## src/rtl/uart_rx_if.sv

```systemverilog
// ---------------------------------------------------------------------------
// uart_rx_if
//
// Purpose: groups the signals exchanged between the UART receiver and the
// APB UART register block. The configuration comes from the register block,
// and the received character and status flags go back to it.
//
// Signals:
//   RxEn       receiver enable (ControlReg0[1])
//   UBRR       baud divisor; tick period is UBRR+1 clock cycles
//   DLS        data length select; data bits = 5+DLS
//   STOP       0 = one stop bit, 1 = two stop bits
//   PEN        parity enable
//   EPS        1 = even parity, 0 = odd parity
//   RxData     received character, right-justified, unused MSBs 0
//   RxDone     one-cycle pulse when a frame completes
//   RxStopBit  1 = all stop bits sampled high (valid with RxDone)
//   ParityErr  parity mismatch (valid with RxDone, 0 when PEN=0)
//   Busy       receiver is inside a frame
//
// Modports:
//   master  register-block side (drives configuration, reads results)
//   slave   receiver side (reads configuration, drives results)
// ---------------------------------------------------------------------------
interface uart_rx_if #(
    parameter int UBRR_W = 12
);
    logic              RxEn;
    logic [UBRR_W-1:0] UBRR;
    logic [1:0]        DLS;
    logic              STOP;
    logic              PEN;
    logic              EPS;
    logic [7:0]        RxData;
    logic              RxDone;
    logic              RxStopBit;
    logic              ParityErr;
    logic              Busy;

    modport master (
        output RxEn, UBRR, DLS, STOP, PEN, EPS,
        input  RxData, RxDone, RxStopBit, ParityErr, Busy
    );

    modport slave (
        input  RxEn, UBRR, DLS, STOP, PEN, EPS,
        output RxData, RxDone, RxStopBit, ParityErr, Busy
    );
endinterface

```

## src/rtl/uart_rx.sv

```systemverilog
// ---------------------------------------------------------------------------
// uart_rx
//
// Purpose: oversampling serial receiver feeding the APB UART register block.
// The asynchronous Rx line is synchronised, a baud tick is derived from UBRR,
// and frames of 5-8 data bits (LSB first), optional parity and one or two
// stop bits are decoded. A completed frame produces a one-cycle RxDone pulse
// together with RxData, RxStopBit and ParityErr, which hold until the next
// completed frame.
//
// Ports:
//   pClk    system clock
//   pReset  asynchronous active-low reset
//   Rx      serial line (asynchronous, idle high)
//   bus     uart_rx_if.slave: configuration in, RxData/RxDone/RxStopBit/
//           ParityErr/Busy out
//
// Parameters:
//   OVERSAMPLE  baud ticks per bit period (even, >= 8)
//   UBRR_W      width of the baud divisor
//
// Build option:
//   UART_RX_MAJORITY_EN  when defined, every bit is the 2-of-3 majority of
//                        three consecutive tick samples around mid-bit; the
//                        decision is taken one tick later than the default
//                        single-sample receiver.
// ---------------------------------------------------------------------------
module uart_rx #(
    parameter int OVERSAMPLE = 16,
    parameter int UBRR_W     = 12
) (
    input  logic     pClk,
    input  logic     pReset,
    input  logic     Rx,
    uart_rx_if.slave bus
);
    localparam int CNT_W = $clog2(OVERSAMPLE);
    localparam logic [CNT_W-1:0] LAST_CNT = CNT_W'(OVERSAMPLE - 1);
`ifdef UART_RX_MAJORITY_EN
    localparam logic [CNT_W-1:0] START_DEC = CNT_W'(OVERSAMPLE / 2);
`else
    localparam logic [CNT_W-1:0] START_DEC = CNT_W'(OVERSAMPLE / 2 - 1);
`endif

    localparam logic [2:0] IDLE   = 3'd0;
    localparam logic [2:0] START  = 3'd1;
    localparam logic [2:0] DATA   = 3'd2;
    localparam logic [2:0] PARITY = 3'd3;
    localparam logic [2:0] STOP1  = 3'd4;
    localparam logic [2:0] STOP2  = 3'd5;

    // ---------------- synchroniser and start-edge detect ----------------
    logic rx_meta_reg;
    logic rx_s_reg;
    logic rx_prev_reg;
    logic start_edge;

    always_ff @(posedge pClk or negedge pReset) begin
        if (!pReset) begin
            rx_meta_reg <= 1'b1;
            rx_s_reg    <= 1'b1;
            rx_prev_reg <= 1'b1;
        end else begin
            rx_meta_reg <= Rx;
            rx_s_reg    <= rx_meta_reg;
            rx_prev_reg <= rx_s_reg;
        end
    end

    // rx_prev tracks the line in every state, so a line that is still low
    // when the FSM returns to IDLE cannot be mistaken for a new start edge.
    assign start_edge = rx_prev_reg & ~rx_s_reg;

    // ---------------- baud tick ----------------
    logic [UBRR_W-1:0] baud_cnt_reg;
    logic              tick;

    // >= rather than == keeps the counter from running the full range if
    // UBRR is lowered while the counter is above the new value.
    assign tick = bus.RxEn && (baud_cnt_reg >= bus.UBRR);

    always_ff @(posedge pClk or negedge pReset) begin
        if (!pReset) begin
            baud_cnt_reg <= '0;
        end else if (!bus.RxEn || tick) begin
            baud_cnt_reg <= '0;
        end else begin
            baud_cnt_reg <= baud_cnt_reg + 1'b1;
        end
    end

    // ---------------- FSM and datapath state ----------------
    logic [2:0]       state_reg;
    logic [2:0]       state_next;
    logic [CNT_W-1:0] tick_cnt_reg;
    logic [2:0]       bit_idx_reg;
    logic [7:0]       data_sh_reg;
    logic [1:0]       dls_reg;
    logic             stop_reg;
    logic             pen_reg;
    logic             eps_reg;
    logic             stop_ok_reg;
    logic             par_calc_reg;
    logic [7:0]       rx_data_reg;
    logic             done_reg;
    logic             stop_bit_reg;
    logic             parity_err_reg;

    logic [CNT_W-1:0] dec_cnt;
    logic             at_dec;
    logic             bit_val;
    logic             frame_done;
    logic [2:0]       last_idx;
    logic [7:0]       data_mask;

    // The start bit is decided half a bit after the edge; every later bit a
    // full bit period after the previous decision, which lands it mid-bit.
    assign dec_cnt  = (state_reg == START) ? START_DEC : LAST_CNT;
    assign at_dec   = tick && (tick_cnt_reg == dec_cnt);
    assign last_idx = {1'b0, dls_reg} + 3'd4;

    for (genvar gi = 0; gi < 8; gi++) begin : g_mask
        assign data_mask[gi] = (3'(gi) <= last_idx);
    end

`ifdef UART_RX_MAJORITY_EN
    logic maj_a_reg;
    logic maj_b_reg;

    // Collect the two samples preceding the decision tick; the third sample
    // is rx_s itself at the decision tick.
    always_ff @(posedge pClk or negedge pReset) begin
        if (!pReset) begin
            maj_a_reg <= 1'b1;
            maj_b_reg <= 1'b1;
        end else if (tick) begin
            if (tick_cnt_reg == dec_cnt - CNT_W'(2)) maj_a_reg <= rx_s_reg;
            if (tick_cnt_reg == dec_cnt - CNT_W'(1)) maj_b_reg <= rx_s_reg;
        end
    end

    assign bit_val = (maj_a_reg & maj_b_reg) | (maj_a_reg & rx_s_reg) |
                     (maj_b_reg & rx_s_reg);
`else
    assign bit_val = rx_s_reg;
`endif

    always_comb begin
        state_next = state_reg;
        frame_done = 1'b0;
        if (!bus.RxEn) begin
            state_next = IDLE;
        end else begin
            case (state_reg)
                IDLE:   if (start_edge) state_next = START;
                START:  if (at_dec) state_next = bit_val ? IDLE : DATA;
                DATA:   if (at_dec && (bit_idx_reg == last_idx))
                            state_next = pen_reg ? PARITY : STOP1;
                PARITY: if (at_dec) state_next = STOP1;
                STOP1:  if (at_dec) begin
                            if (stop_reg) begin
                                state_next = STOP2;
                            end else begin
                                state_next = IDLE;
                                frame_done = 1'b1;
                            end
                        end
                STOP2:  if (at_dec) begin
                            state_next = IDLE;
                            frame_done = 1'b1;
                        end
                default: state_next = IDLE;
            endcase
        end
    end

    always_ff @(posedge pClk or negedge pReset) begin
        if (!pReset) begin
            state_reg      <= IDLE;
            tick_cnt_reg   <= '0;
            bit_idx_reg    <= '0;
            data_sh_reg    <= '0;
            dls_reg        <= '0;
            stop_reg       <= 1'b0;
            pen_reg        <= 1'b0;
            eps_reg        <= 1'b0;
            stop_ok_reg    <= 1'b0;
            par_calc_reg   <= 1'b0;
            rx_data_reg    <= '0;
            done_reg       <= 1'b0;
            stop_bit_reg   <= 1'b0;
            parity_err_reg <= 1'b0;
        end else begin
            state_reg <= state_next;
            done_reg  <= frame_done;

            // DATA stays in one state across bits; its counter simply wraps.
            if (state_next != state_reg) begin
                tick_cnt_reg <= '0;
            end else if (tick) begin
                tick_cnt_reg <= (tick_cnt_reg == LAST_CNT) ? '0 : tick_cnt_reg + 1'b1;
            end

            // Frame format is frozen at the start edge.
            if (state_reg == IDLE && state_next == START) begin
                dls_reg      <= bus.DLS;
                stop_reg     <= bus.STOP;
                pen_reg      <= bus.PEN;
                eps_reg      <= bus.EPS;
                data_sh_reg  <= '0;
                bit_idx_reg  <= '0;
                stop_ok_reg  <= 1'b1;
                par_calc_reg <= 1'b0;
            end

            if (at_dec) begin
                case (state_reg)
                    DATA: begin
                        data_sh_reg[bit_idx_reg] <= bit_val;
                        bit_idx_reg              <= bit_idx_reg + 3'd1;
                    end
                    // Unreceived data bits are 0, so the full-width XOR
                    // covers exactly the received bits.
                    PARITY:       par_calc_reg <= bit_val ^ (^data_sh_reg) ^ ~eps_reg;
                    STOP1, STOP2: stop_ok_reg  <= stop_ok_reg & bit_val;
                    default: ;
                endcase
            end

            // The last stop sample is folded in directly so the results are
            // registered in the same cycle it is taken.
            if (frame_done) begin
                rx_data_reg    <= data_sh_reg & data_mask;
                stop_bit_reg   <= stop_ok_reg & bit_val;
                parity_err_reg <= par_calc_reg & pen_reg;
            end
        end
    end

    assign bus.RxData    = rx_data_reg;
    assign bus.RxDone    = done_reg;
    assign bus.RxStopBit = stop_bit_reg;
    assign bus.ParityErr = parity_err_reg;
    assign bus.Busy      = (state_reg != IDLE);
endmodule

```

## src/flat_wrapper.sv

```systemverilog
// flat-port wrapper written by rule: the top's interface ports become plain ports
module uart_rx_flat 
#(
    parameter int OVERSAMPLE = 16,
    parameter int UBRR_W     = 12
)
  (pClk, pReset, Rx, bus_RxEn, bus_UBRR, bus_DLS, bus_STOP, bus_PEN, bus_EPS, bus_RxData, bus_RxDone, bus_RxStopBit, bus_ParityErr, bus_Busy);
  uart_rx_if #(.UBRR_W(UBRR_W)) bus_i ();
  input  logic pClk;
  input  logic pReset;
  input  logic Rx;
  input wire logic [$bits(bus_i.RxEn)-1:0] bus_RxEn;
  input wire logic [$bits(bus_i.UBRR)-1:0] bus_UBRR;
  input wire logic [$bits(bus_i.DLS)-1:0] bus_DLS;
  input wire logic [$bits(bus_i.STOP)-1:0] bus_STOP;
  input wire logic [$bits(bus_i.PEN)-1:0] bus_PEN;
  input wire logic [$bits(bus_i.EPS)-1:0] bus_EPS;
  output wire logic [$bits(bus_i.RxData)-1:0] bus_RxData;
  output wire logic [$bits(bus_i.RxDone)-1:0] bus_RxDone;
  output wire logic [$bits(bus_i.RxStopBit)-1:0] bus_RxStopBit;
  output wire logic [$bits(bus_i.ParityErr)-1:0] bus_ParityErr;
  output wire logic [$bits(bus_i.Busy)-1:0] bus_Busy;
  assign bus_i.RxEn = bus_RxEn;
  assign bus_i.UBRR = bus_UBRR;
  assign bus_i.DLS = bus_DLS;
  assign bus_i.STOP = bus_STOP;
  assign bus_i.PEN = bus_PEN;
  assign bus_i.EPS = bus_EPS;
  assign bus_RxData = bus_i.RxData;
  assign bus_RxDone = bus_i.RxDone;
  assign bus_RxStopBit = bus_i.RxStopBit;
  assign bus_ParityErr = bus_i.ParityErr;
  assign bus_Busy = bus_i.Busy;
  uart_rx #(.OVERSAMPLE(OVERSAMPLE), .UBRR_W(UBRR_W)) u_core (.pClk(pClk), .pReset(pReset), .Rx(Rx), .bus(bus_i));
endmodule
```

## config.mk

```make
export PLATFORM = sky130hd
export DESIGN_NAME = uart_rx_flat
export DESIGN_NICKNAME = d
export VERILOG_FILES = /design/src/rtl/uart_rx_if.sv /design/src/rtl/uart_rx.sv /design/src/flat_wrapper.sv
export SDC_FILE = /design/constraint.sdc
export NUM_CORES = 1
export LEC_CHECK = 0
export ABC_AREA = 1
export CORE_ASPECT_RATIO = 0.6
export CORE_MARGIN = 2
export CORE_UTILIZATION = 50
export CTS_BUF_LIST = sky130_fd_sc_hd__clkbuf_4
export DETAILED_ROUTE_END_ITERATION = 8
export PLACE_DENSITY = 0.73
export SLEW_MARGIN = 5
export SYNTH_ARGS = -nofsm -noshare
export SYNTH_HDL_FRONTEND = slang
export SYNTH_SLANG_ARGS = --single-unit
```

## constraint.sdc

```tcl
create_clock -name pClk -period 2.3 [get_ports pClk]
set_input_delay 0.46 -clock pClk [delete_from_list [all_inputs] [get_ports pClk]]
set_output_delay 0.46 -clock pClk [all_outputs]
set_load 0.02 [all_outputs]
```

Word level (Yosys, flattened, before mapping):

Index checks and enable logic that the tools add are counted.

* register bits: 51
* output and inout bits: 12
* input port bits: 21
* word-level logic and storage cells: 99

* $add $sub $neg: 4
* reduce and logical (&&, ||, !) cells: 12
* bitwise logic cells: 8
* multiplexer cells: 36
* order comparisons: 11
* equal/unequal tests: 10

Operators with widths (number)
* $mux 3: 12
* $mux 8: 3
* $pmux 3 s6: 1
* $mux 4: 4
* $add 12x1->12 const B: 1
* $ge 12x12->1: 1
* $le 3x3->1 const A: 4
* $mux 12: 1
* $mux 1: 11
* $and 8x8->8: 1
* $bwmux 8: 1
* $reduce_xor 8->1: 1
* $eq 3x1->1 const B: 2
* $eq 3x2->1 const B: 2
* $eq 3x3->1 const B: 2
* $le 1x3->1 const A: 2
* $le 2x3->1 const A: 2
* $logic_and 1x1->1: 5
* $add 4x1->4 const B: 1
* $eq 4x4->1: 1
* $eq 4x4->1 const B: 1
* $lt 3x4->1 const B: 1
* $add 2x3->3 const B: 1
* $add 3x1->3 const B: 1
* other kinds (15): 19

Longest topological paths before layout:

* word-level depth: 14
* mapped depth: 20
* mapped depth without buffers: 20

Worst setup path before layout:

Ideal clock, no wire load.

* path type: input to register
* from: input port bus_UBRR[11]
* to: register u_core.data_sh_reg[1]
* arrival time: 2.142 ns
* library setup time: 0.129 ns
* slack: 0.029 ns
* required time: 2.171 ns
* path buffers: 1
* stages on the path: 18
* cell sequence: inv_1 -> ha_1 -> nand2_1 -> nor2_1 -> nand2_1 -> nor2_1 -> nand2_1 -> nand2_2 -> nand4_1 -> nor2_1 -> nor2_1 -> nand2_2 -> nand2_4 -> nor2_8 -> inv_6 -> buf_8 -> nand3_2 -> o21ai_1

* cells in the longest elaborated chain, start to end: 13
* elaborated cells between the ends (all ways): 17
* those cells by class: 1 x order compare; 1 x eq/ne; 11 x mux; 4 x reduce/logical

RTL lines
* from (decl): line flat_wrapper.sv:13 `input wire logic [$bits(bus_i.UBRR)-1:0] bus_UBRR;`
* $ge 12x12->1 *: line uart_rx.sv:80 `assign tick = bus.RxEn && (baud_cnt_reg >= bus.UBRR);`
* $logic_and 1x1->1 *: line uart_rx.sv:80
* $logic_and 1x1->1 *: line uart_rx.sv:119 `assign at_dec = tick && (tick_cnt_reg == dec_cnt);`
* $logic_and 1x1->1: line uart_rx.sv:157 `DATA: if (at_dec && (bit_idx_reg == last_idx))`
* $mux 3: line uart_rx.sv:157
* $pmux 3 s6: line uart_rx.sv:154 `case (state_reg)`
* $mux 3: line uart_rx.sv:151 `if (!bus.RxEn) begin`
* $eq 3x1->1: line uart_rx.sv:205 `if (state_reg == IDLE && state_next == START) begin`
* $logic_and 1x1->1: line uart_rx.sv:205
* $mux 8: line uart_rx.sv:205
* $bwmux 8: line uart_rx.sv:219 `data_sh_reg[bit_idx_reg] <= bit_val;`
* $mux 8: line uart_rx.sv:217 `case (state_reg)`
* $mux 8 *: line uart_rx.sv:216 `if (at_dec) begin`
* to (signal, indexed assignment): line uart_rx.sv:219
* to (decl): line uart_rx.sv:97 `logic [7:0] data_sh_reg;`

Mark *: on every way between the ends. The rest lies on a longest branch, timed or not.
A chain may end at the register's enable or synchronous reset.

Final worst setup path:

* from: register u_core.baud_cnt_reg[11]
* to: register u_core.dls_reg[1]

* cells in the longest elaborated chain, start to end: 9
* elaborated cells between the ends (all ways): 13
* those cells by class: 1 x order compare; 1 x eq/ne; 7 x mux; 4 x reduce/logical

RTL lines
* from (decl): line uart_rx.sv:75 `logic [UBRR_W-1:0] baud_cnt_reg;`
* from (signal assigned): line uart_rx.sv:88 `baud_cnt_reg <= baud_cnt_reg + 1'b1;`
* $ge 12x12->1 *: line uart_rx.sv:80
* $logic_and 1x1->1 *: line uart_rx.sv:80
* $logic_and 1x1->1 *: line uart_rx.sv:119
* $logic_and 1x1->1: line uart_rx.sv:157
* $mux 3: line uart_rx.sv:157
* $pmux 3 s6 *: line uart_rx.sv:154
* $mux 3 *: line uart_rx.sv:151
* $eq 3x1->1 *: line uart_rx.sv:205
* $logic_and 1x1->1 *: line uart_rx.sv:205
* to (signal assigned): line uart_rx.sv:206 `dls_reg <= bus.DLS;`
* to (decl): line uart_rx.sv:98 `logic [1:0] dls_reg;`

Marks and branches as above.

==> run summary <==
leak pwr: 0.001908 µW
critical path class: reg2reg
PD cells: 445.7 mW/mm²
DP Area: 0.003476 mm²
P_sw: 460.6 µW
fraction of registers with async set/reset: 100.0%
max reg flops: 12
first-pass GRT wire length: 11.15 mm
Util after Layout: 70.27%
std cell rows: 21
CTS buffer count: 5
Hold WC Path Type: reg2reg
Clock Path Buffers: 2
Slew Viols, Final: 0
DP Worst Slack: -0.6749 ns
CP max FO: 7
status: complete, but fails checks
skew final: 0.02088 ns
Top Ports: 33
post-synthesis cell count: 361
Area Growth Syn to Fin: 35.24%
setup ws final: -0.04597 ns
die area: 0.006462 mm²
Internal: 1292 µW
post-DP HPWL: 4.755 mm
critical path arrival: 2.61 ns
CTS tree: done
DR WL/cell: 13.21 µm
Design Area, Final: 0.003933 mm²
Chip Height: 63.07 µm
final setup fails: 20
grt ovf: 0
Core ar.: 0.005597 mm²
most frequent cells in the layout: nand2_1, dfrtp_1, inv_1, buf_4, clkdlybuf4s50_1
FF+latch count, synth: 51
DIE WIDTH: 102.5 µm
DR iter-0 viols: 117
fin crit period: 2.346 ns
nets: 468
DRC Markers: 0
number of H-tree levels: 2
Placed Cells: 493
RSZ-0062 raised after global routing: yes
vias in the first global route: 2439
Initial Utilization: 51.96%
Logic pwr share: 14.3%
failing checks: negative setup slack
setup_tns: -0.5945 ns
clk slew on worst S/H paths: 0.14 ns
Post-synth top flop: dfrtp_1
Worst VDD drop: 0.3174 mV
average size of a mapped cell: 8.055 µm²
Clock Tree Root: clkbuf_4
Critical Path End Type: flop
most common cell after layout, fill and taps aside: nand2_1
maximum clock rate: 0.4263 GHz
Synthesized Nets: 397
fraction of layout cells with a size suffix above 1: 28.18%
Final ANT Viol Nets: 0
Seq/Total Area, Yosys: 44.02%
largest net degree at the start of global routing: 21
startpoint types: flop
Slew headroom: 69.19%
clock power share: 30.4%
clk_lat worst skew: 0.37 ns
Layout Cells excl Fill: 513
CTS Sinks: 51
WL final: 6.775 mm
Slew @ Worst Pin: 0.4587 ns
Total GRT Usage: 21.99%
initial antenna violation count: 0
drt via density: 5.002
final hold vios: 0
post-synthesis cell area: 0.002908 mm²
Antenna diodes: 0
IO buf count: 32
Post-synth EDFFs: 0
total number of vias: 2566
Critical Path RT: 2.56 ns
drt pass-1 iters: 4
power share of the sequential group: 55.3%
Placer Congestion: 0.9101
Fillers: 456
Yosys warning count: 0
Switching Fraction: 26.28%
post-route clock period utilization: 102.0%
max-cap violations: 0
library cells used by synthesis: 33
==> through the flow <==
stage / power (µW) / hold WS, ns
after global placement: 1183 / 0.3538
after detailed placement: 1190 / 0.3475
final: 1753 / 0.3673
after CTS: 1741 / 0.3704
after global routing: 1838 / 0.3744
after floorplan: 1091 / 0.1644
==> cell usage after synthesis, types with 6 or more instances <==
cell | number | area (µm²)
a21oi_1 | 7 | 35.03
dfrtp_1 | 48 | 1201
ha_1 | 15 | 187.7
inv_1 | 50 | 187.7
nand2_1 | 103 | 386.6
nand3_1 | 18 | 90.09
nand3_2 | 7 | 70.07
nor2_1 | 33 | 123.9
nor3_1 | 6 | 30.03
o21ai_0 | 15 | 75.07
o21ai_1 | 8 | 40.04
xnor2_1 | 9 | 78.83
xor2_1 | 8 | 70.07
==> layout make-up <==
class | count | area [µm²] | share of cell area (%)
clock buffers | 7 | 52.55 | 1.336
clock inverters | 1 | 30.03 | 0.7636
inverters | 53 | 206.4 | 5.250
multi-input cells | 252 | 1655 | 42.09
flip-flops and latches | 51 | 1280 | 32.55
well taps | 80 | 100.1 | 2.545
repair buffers | 68 | 599.3 | 15.24
repair inverters | 1 | 8.758 | 0.2227
==> routing by layer <==
metal	GRT usage [%]	wire (µm)
met3	3.774	310
met2	32.76	3075
met5	0	0
met4	5.500	58
met1	33.31	3330
==> repair_timing <==
item | in CTS | in global routing
buffers inserted | 4 | 7
hold endpoints to repair | 10 | 0
hold buffers | 1 | 0
gates cloned | 1 | 0
pin swaps | 29 | 25
endpoints found under the setup margin | 35 | 34
gates resized for setup | 39 | 47
==> path summary, 6_finish.rpt <==
path / from / to / slack (ns) / depth (start not counted)
min in group asynchronous: pReset / u_core.baud_cnt_reg[0] / 0.51 / 2
hold / removal: u_core.rx_meta_reg / u_core.bit_val / 0.37 / 0
setup reg to reg: u_core.baud_cnt_reg[11] / u_core.dls_reg[1] / -0.05 / 16
hold reg to reg: u_core.rx_meta_reg / u_core.bit_val / 0.37 / 0
max in group asynchronous: pReset / u_core.bit_val / 1.12 / 3
setup / recovery: u_core.baud_cnt_reg[11] / u_core.dls_reg[1] / -0.05 / 16
==> kinds of logic (layout without fill, tap and decap cells) <==
group           Yosys count  after routing  share of synthesized area [%]
compound gates           35             35                          6.497
xor+xnor                 17             17                          5.121
fa+ha+maj                15             15                          6.454
buf+inv                  58            130                          8.219
flops                    51             51                          44.02
mux                       1              1                         0.3442
simple gates            184            184                          29.35
==> power groups by stage <==
stage          Sequential, µW  Combinational, µW  Clock, µW
6_report                  969                250        533
5_1_grt                   974                282        582
4_1_cts                   965                230        546
3_5_place_dp              981                210          0
3_3_place_gp              980                204          0
2_1_floorplan             966                125          0
==> worst max-delay path, cell delays in order, from the launching register on <==
cell and delay [ns]:
dfrtp_1 0.44, ha_4 0.30, nand2_4 0.06, nor2_4 0.11, nand2_2 0.08, nor2_2 0.10
nand2_2 0.09, nand2_4 0.11, nand4_1 0.15, nor2_1 0.16, nor2_2 0.05, nand2_2 0.08
nand2_4 0.08, nor2_8 0.20, inv_6 0.09, nand2_2 0.07, nand2_1 0.06
(Power assumes the default switching activity.)
